===== src/rtl/rv32_mem_pkg.sv =====
// Shared types and defaults for the RV32 memory arbiter.
//   arb_state_t  : arbiter FSM states (IDLE -> ISSUE -> RESP -> IDLE)
//   DEF_TIMEOUT  : default ISSUE-cycle budget before an error completion
//   DEF_ERR_DATA : default read data returned on a timed-out transaction
//   cnt_width()  : timeout counter width, never narrower than 1 bit
//   idx_width()  : port index width, never narrower than 1 bit
package rv32_mem_pkg;

  typedef enum logic [1:0] {
    ST_IDLE  = 2'd0,
    ST_ISSUE = 2'd1,
    ST_RESP  = 2'd2
  } arb_state_t;

  localparam int          DEF_TIMEOUT  = 255;
  localparam logic [31:0] DEF_ERR_DATA = 32'h0;

  function automatic int cnt_width(input int timeout);
    return (timeout < 1) ? 1 : $clog2(timeout + 1);
  endfunction

  function automatic int idx_width(input int n);
    return (n < 2) ? 1 : $clog2(n);
  endfunction

endpackage


===== src/rtl/rv32_rr_arbiter.sv =====
// Combinational rotating-priority grant.
//   req     : per-port request vector
//   ptr     : index searched first (tie to 0 for fixed priority, port 0 highest)
//   gnt     : one-hot grant
//   gnt_idx : binary index of the granted port
//   any     : at least one request present
module rv32_rr_arbiter
  import rv32_mem_pkg::*;
#(
  parameter int NUM_PORTS = 2,
  parameter int IDX_W     = idx_width(NUM_PORTS)
) (
  input  logic [NUM_PORTS-1:0] req,
  input  logic [IDX_W-1:0]     ptr,
  output logic [NUM_PORTS-1:0] gnt,
  output logic [IDX_W-1:0]     gnt_idx,
  output logic                 any
);

  always_comb begin
    int p;
    p       = 0;
    gnt     = '0;
    gnt_idx = '0;
    any     = 1'b0;
    // Walk the ports starting at ptr, wrapping; first hit wins.
    for (int k = 0; k < NUM_PORTS; k++) begin
      p = (int'(ptr) + k) % NUM_PORTS;
      if (!any && req[p]) begin
        any     = 1'b1;
        gnt[p]  = 1'b1;
        gnt_idx = IDX_W'(p);
      end
    end
  end

endmodule


===== src/rtl/rv32_mem_arbiter.sv =====
// N-port arbiter merging fetch / load-store / DMA requesters onto one
// valid/ready memory port, with one transaction outstanding at a time.
//   clk, rst          : clock, asynchronous active-high reset
//   req_valid/instr   : per-port request and fetch qualifier
//   req_addr/wdata/wstrb : packed per-port request payload (wstrb 0 = read)
//   req_ready/req_err : one-hot single-cycle completion (+error) pulse
//   req_rdata         : read data, valid with req_ready
//   mem_*             : downstream request, held stable through ISSUE
//   mem_rdata/mem_rdy : downstream completion
//   busy              : FSM not idle
module rv32_mem_arbiter
  import rv32_mem_pkg::*;
#(
  parameter int               NUM_PORTS = 2,
  parameter int               ADDR_W    = 32,
  parameter int               DATA_W    = 32,
  parameter int               RR_MODE   = 0,
  parameter int               TIMEOUT   = DEF_TIMEOUT,
  parameter logic [DATA_W-1:0] ERR_DATA = DATA_W'(DEF_ERR_DATA)
) (
  input  logic                            clk,
  input  logic                            rst,
  input  logic [NUM_PORTS-1:0]            req_valid,
  input  logic [NUM_PORTS-1:0]            req_instr,
  input  logic [NUM_PORTS*ADDR_W-1:0]     req_addr,
  input  logic [NUM_PORTS*DATA_W-1:0]     req_wdata,
  input  logic [NUM_PORTS*(DATA_W/8)-1:0] req_wstrb,
  output logic [NUM_PORTS-1:0]            req_ready,
  output logic [NUM_PORTS-1:0]            req_err,
  output logic [DATA_W-1:0]               req_rdata,
  output logic                            mem_valid,
  output logic                            mem_instr,
  output logic [ADDR_W-1:0]               mem_addr,
  output logic [DATA_W-1:0]               mem_wdata,
  output logic [(DATA_W/8)-1:0]           mem_wstrb,
  input  logic [DATA_W-1:0]               mem_rdata,
  input  logic                            mem_rdy,
  output logic                            busy
);

  localparam int STRB_W = DATA_W / 8;
  localparam int IDX_W  = idx_width(NUM_PORTS);
  localparam int CNT_W  = cnt_width(TIMEOUT);
  // Expiry fires in the TIMEOUT-th ISSUE cycle, so mem_valid lasts exactly TIMEOUT cycles.
  localparam logic [CNT_W-1:0] CNT_LAST  = (TIMEOUT == 0) ? '0 : CNT_W'(TIMEOUT - 1);
  localparam logic [IDX_W-1:0] LAST_PORT = IDX_W'(NUM_PORTS - 1);

  logic [NUM_PORTS-1:0][ADDR_W-1:0] addr_a;
  logic [NUM_PORTS-1:0][DATA_W-1:0] wdata_a;
  logic [NUM_PORTS-1:0][STRB_W-1:0] wstrb_a;

  assign addr_a  = req_addr;
  assign wdata_a = req_wdata;
  assign wstrb_a = req_wstrb;

  arb_state_t state_q, state_d;

  logic [IDX_W-1:0]     rr_ptr_q, arb_ptr, arb_idx, grant_q;
  logic [NUM_PORTS-1:0] arb_gnt, gnt_oh_q;
  logic                 arb_any;

  logic                 sel_instr;
  logic [ADDR_W-1:0]    sel_addr;
  logic [DATA_W-1:0]    sel_wdata;
  logic [STRB_W-1:0]    sel_wstrb;

  logic                 lat_instr_q;
  logic [ADDR_W-1:0]    lat_addr_q;
  logic [DATA_W-1:0]    lat_wdata_q;
  logic [STRB_W-1:0]    lat_wstrb_q;
  logic [DATA_W-1:0]    resp_data_q;
  logic                 err_q;
  logic [CNT_W-1:0]     cnt_q;

  logic                 take_req, take_rsp, take_err;
  logic                 in_issue, in_resp;

  // ---------------- arbitration (only consumed in IDLE) ----------------
  assign arb_ptr = (RR_MODE != 0) ? rr_ptr_q : '0;

  rv32_rr_arbiter #(
    .NUM_PORTS (NUM_PORTS),
    .IDX_W     (IDX_W)
  ) u_arb (
    .req     (req_valid),
    .ptr     (arb_ptr),
    .gnt     (arb_gnt),
    .gnt_idx (arb_idx),
    .any     (arb_any)
  );

  always_comb begin
    sel_instr = 1'b0;
    sel_addr  = '0;
    sel_wdata = '0;
    sel_wstrb = '0;
    for (int i = 0; i < NUM_PORTS; i++) begin
      if (arb_gnt[i]) begin
        sel_instr = req_instr[i];
        sel_addr  = addr_a[i];
        sel_wdata = wdata_a[i];
        sel_wstrb = wstrb_a[i];
      end
    end
  end

  // ---------------- FSM ----------------
  always_ff @(posedge clk or posedge rst) begin
    if (rst) state_q <= ST_IDLE;
    else     state_q <= state_d;
  end

  always_comb begin
    state_d  = state_q;
    take_req = 1'b0;
    take_rsp = 1'b0;
    take_err = 1'b0;
    case (state_q)
      ST_IDLE: begin
        if (arb_any) begin
          take_req = 1'b1;
          state_d  = ST_ISSUE;
        end
      end
      ST_ISSUE: begin
        // A completion in the expiry cycle beats the timeout.
        if (mem_rdy) begin
          take_rsp = 1'b1;
          state_d  = ST_RESP;
        end else if (TIMEOUT != 0 && cnt_q == CNT_LAST) begin
          take_err = 1'b1;
          state_d  = ST_RESP;
        end
      end
      ST_RESP: state_d = ST_IDLE;
      default: state_d = ST_IDLE;
    endcase
  end

  // ---------------- latched request, counter, response ----------------
  always_ff @(posedge clk or posedge rst) begin
    if (rst) begin
      grant_q     <= '0;
      gnt_oh_q    <= '0;
      rr_ptr_q    <= '0;
      lat_instr_q <= 1'b0;
      lat_addr_q  <= '0;
      lat_wdata_q <= '0;
      lat_wstrb_q <= '0;
      resp_data_q <= '0;
      err_q       <= 1'b0;
      cnt_q       <= '0;
    end else begin
      if (take_req) begin
        grant_q     <= arb_idx;
        gnt_oh_q    <= arb_gnt;
        lat_instr_q <= sel_instr;
        lat_addr_q  <= sel_addr;
        lat_wdata_q <= sel_wdata;
        lat_wstrb_q <= sel_wstrb;
        cnt_q       <= '0;
        err_q       <= 1'b0;
      end else if (state_q == ST_ISSUE) begin
        cnt_q <= cnt_q + 1'b1;
      end
      if (take_rsp) resp_data_q <= mem_rdata;
      if (take_err) begin
        resp_data_q <= ERR_DATA;
        err_q       <= 1'b1;
      end
      // Next search starts just past the port that was served.
      if (state_q == ST_RESP && RR_MODE != 0)
        rr_ptr_q <= (grant_q == LAST_PORT) ? '0 : grant_q + 1'b1;
    end
  end

  // ---------------- outputs: zero outside their owning state ----------------
  assign in_issue  = (state_q == ST_ISSUE);
  assign in_resp   = (state_q == ST_RESP);
  assign busy      = (state_q != ST_IDLE);

  assign mem_valid = in_issue;
  assign mem_instr = in_issue & lat_instr_q;
  assign mem_addr  = in_issue ? lat_addr_q  : '0;
  assign mem_wdata = in_issue ? lat_wdata_q : '0;
  assign mem_wstrb = in_issue ? lat_wstrb_q : '0;

  assign req_ready = in_resp ? gnt_oh_q : '0;
  assign req_err   = (in_resp && err_q) ? gnt_oh_q : '0;
  assign req_rdata = in_resp ? resp_data_q : '0;

endmodule


===== config.mk =====
export PLATFORM = sky130hd
export DESIGN_NAME = rv32_mem_arbiter
export DESIGN_NICKNAME = d
export VERILOG_FILES = /design/src/rtl/rv32_mem_pkg.sv /design/src/rtl/rv32_rr_arbiter.sv /design/src/rtl/rv32_mem_arbiter.sv
export SDC_FILE = /design/constraint.sdc
export NUM_CORES = 1
export LEC_CHECK = 0
export ABC_CLOCK_PERIOD_IN_PS = 5230
export CAP_MARGIN = 40
export CELL_PAD_IN_SITES_DETAIL_PLACEMENT = 1
export CELL_PAD_IN_SITES_GLOBAL_PLACEMENT = 2
export CORE_MARGIN = 10
export CORE_UTILIZATION = 24
export DETAILED_ROUTE_END_ITERATION = 6
export PLACE_DENSITY = 0.89
export SLEW_MARGIN = 20
export SYNTH_ARGS = -nofsm -noshare
export SYNTH_HDL_FRONTEND = slang
export SYNTH_HIERARCHICAL = 1
export SYNTH_SLANG_ARGS = --single-unit

===== constraint.sdc =====
create_clock -name clk -period 5.23 [get_ports clk]
set_input_delay 1.046 -clock clk [delete_from_list [all_inputs] [get_ports clk]]
set_output_delay 1.046 -clock clk [all_outputs]
set_load 0.1 [all_outputs]

==> results.toml <==
[critical_path]
cp_slowest_cell = "clkdlybuf4s50_1"
cp_max_fo = 28
slowest_delay_ps = 590
ff2ff_path_depth = 4
r2r-start = "state_q[0]$_DFFE_PP0P_"
start_kind = "flip-flop"
path_class = "reg2out"
crit_arrival_ps = 2430
critPathRequiredTime_ps = 4180
r2r_end = "lat_addr_q[24]$_DFFE_PP0P_"
path_cells = "nor2b_2 -> buf_6 -> and2_1 -> clkdlybuf4s50_1 -> buf_16"
r2r_slack_ps = 3240
setup.worst_path.end_class = "output pin"

[worst_hold_path]
hp-class = "reg2reg"
min_to = "lat_wdata_q[23]$_DFFE_PP0P_"
hold_path_depth = 2
hold_path_startpoint = "lat_wdata_q[23]$_DFFE_PP0P_"

[clock_tree]
cts_tree = "yes"
post-cts-setup-buffers = 0
cts_sinks = 114
post_cts_resized = 0
clockBufferDepth = 2
clk_latency_ps = 400
holdBufCountCts = 0
cts_root_buf = "clkbuf_16"
cts_max_level = 4
numCtsBuffers = 17
clkTransAtPathRegs_ps = 60

[global_routing]
grt_max_degree = 115
grt_pass1_wl_mm = 39.8
grt_use_total_pct = 15.1
grt-ovfl-total = 0
grt_pass1_vias = 6609
antenna_found_initial = 4

[timing]
fin_skew_ps = 7.40
drv_slew = 0
worst_pin_slew_ps = 725
hold_violations = 0
rsz0062_at_grt = "no"
fin_crit_sh_pct = 66.5
relSlewSlack_pct = 51.7
fin_tns_setup_ps = 0
timing.fmax_mhz = 287
post-route-min-period_ps = 3480
setup_viol = 0

[route]
drc = 0
dr.first_iter.drc_count = 297
via_per_inst = 4.62
first_pass_iters = 4
ant_nets = 0
vias = 5905
wl_per_cell_um = 20.0
wirelength_mm = 25.6

[final_layout]
finalInstanceArea_um2 = 10400
finalNetCount = 1105
syn_to_final_growth_pct = 65.6
drive_gt1_share_pct = 24.0

[floorplanning]
die_h_um = 182
core-area_um2 = 26000
initial_core_util_pct = 24.3
num_io_pins = 282
dieArea_um2 = 33200
rows = 59
die_w_um = 182

[outcome]
status = "finished, final reports clean"

[power_and_ir_drop]
ir_drop_uv = 443
p_leak_nw = 4.36
p_per_area_nw_per_um2 = 726

[placement]
portBuffers = 281
dpl.hpwl_mm = 18.7
placed_cell_area_um2 = 9850
gp_congestion = 0.701

[synth]
yosys_warnings = 6
synth_area_um2 = 6310
postSynthCellCount = 635
avgSynthCellArea_um2 = 9.93

[run]
cap_violations = 0
metal layers:
metal | vias up | share of wire, % | wire length, um | track usage (%)
met5 | - | 0 | 0 | 0
met4 | 0 | 2.3 | 599 | 5.63
met3 | 29 | 4.6 | 1180 | 3.48
met2 | 155 | 53 | 13700 | 27.1
met1 | 2935 | 40 | 10200 | 17.0
li1 | 2786 | - | - | -
registers in the layout, indices dropped and copies added, names as in the netlist:
signal / flops
lat_instr_q: 1
lat_wdata_q: 32
lat_addr_q: 32
lat_wstrb_q: 4
err_q: 1
resp_data_q: 32
gnt_oh_q: 2
cnt_q: 8
state_q: 2
cell type report:
cell class / instances / area, um^2
inverter: 4 / 20.0
antenna: 4 / 10.0
timing repair buffer: 331 / 3410
sequential: 114 / 2850
multi-input combinational: 460 / 3160
clock inverter: 10 / 136
clock buffer: 20 / 447
tap: 335 / 419
fill: 2941 / 15500
worst max-delay path by stage:
stage                                       from                          to  slack [ps]  cells past startpoint
after floorplan                              rst        cnt_q[0]$_DFFE_PP0P_        1170                      1
after global placement    state_q[1]$_DFFE_PP0P_                  req_err[0]        1530                      3
after detailed placement            req_valid[0]  lat_wstrb_q[0]$_DFFE_PP0P_        1760                      6
after CTS                 state_q[1]$_DFFE_PP0P_               req_rdata[12]        1720                      5
after global routing      state_q[1]$_DFFE_PP0P_               req_rdata[12]        1580                      5
final                     state_q[1]$_DFFE_PP0P_               req_rdata[12]        1750                      5
power breakdown:
part | internal (mW) | leakage (nW) | switching, mW
Clock | 0.754 | 0.278 | 0.413
Combinational | 1.34 | 2.76 | 3.50
Sequential | 1.31 | 1.33 | 0.264
Total | 3.41 | 4.36 | 4.17
worst max-delay path: cells and delay by family (launching register included):
kind	cells	cell delay (ps)
buffers and inverters	3	1050
and+or+nand+nor	2	550
DFF	1	420
metrics by stage:
step / power (mW) / cells / worst slack [ps] / hold WS [ps] / utilization (%)
6_report: 7.58 / 1278 / 1750 / 498 / 40.2
5_1_grt: 8.02 / 1278 / 1580 / 523 / 40.2
2_1_floorplan: 5.14 / 636 / 1170 / 445 / -
4_1_cts: 7.69 / 1274 / 1720 / 506 / 40.2
3_3_place_gp: 6.15 / 1205 / 1530 / 471 / 35.4
3_5_place_dp: 6.49 / 1244 / 1760 / 492 / 37.9
cells in the final DEF, fill, tap and decap left out, types with 3 or more instances in the layout:
| cell | instances |
|---|---|
| nand2_1 | 12 |
| nand4_1 | 3 |
| clkinvlp_4 | 3 |
| buf_8 | 31 |
| dfrtp_1 | 114 |
| clkbuf_16 | 17 |
| o21ai_0 | 35 |
| nor2_1 | 138 |
| a22oi_1 | 32 |
| nand3_1 | 5 |
| clkinv_2 | 3 |
| and2_1 | 103 |
| nand2b_1 | 33 |
| a221oi_2 | 68 |
| and3_1 | 3 |
| diode_2 | 4 |
| clkdlybuf4s50_1 | 211 |
| bufinv_16 | 3 |
| mux2i_1 | 4 |
| buf_4 | 79 |
| buf_16 | 6 |
| buf_12 | 3 |
(Power assumes the default switching activity.)
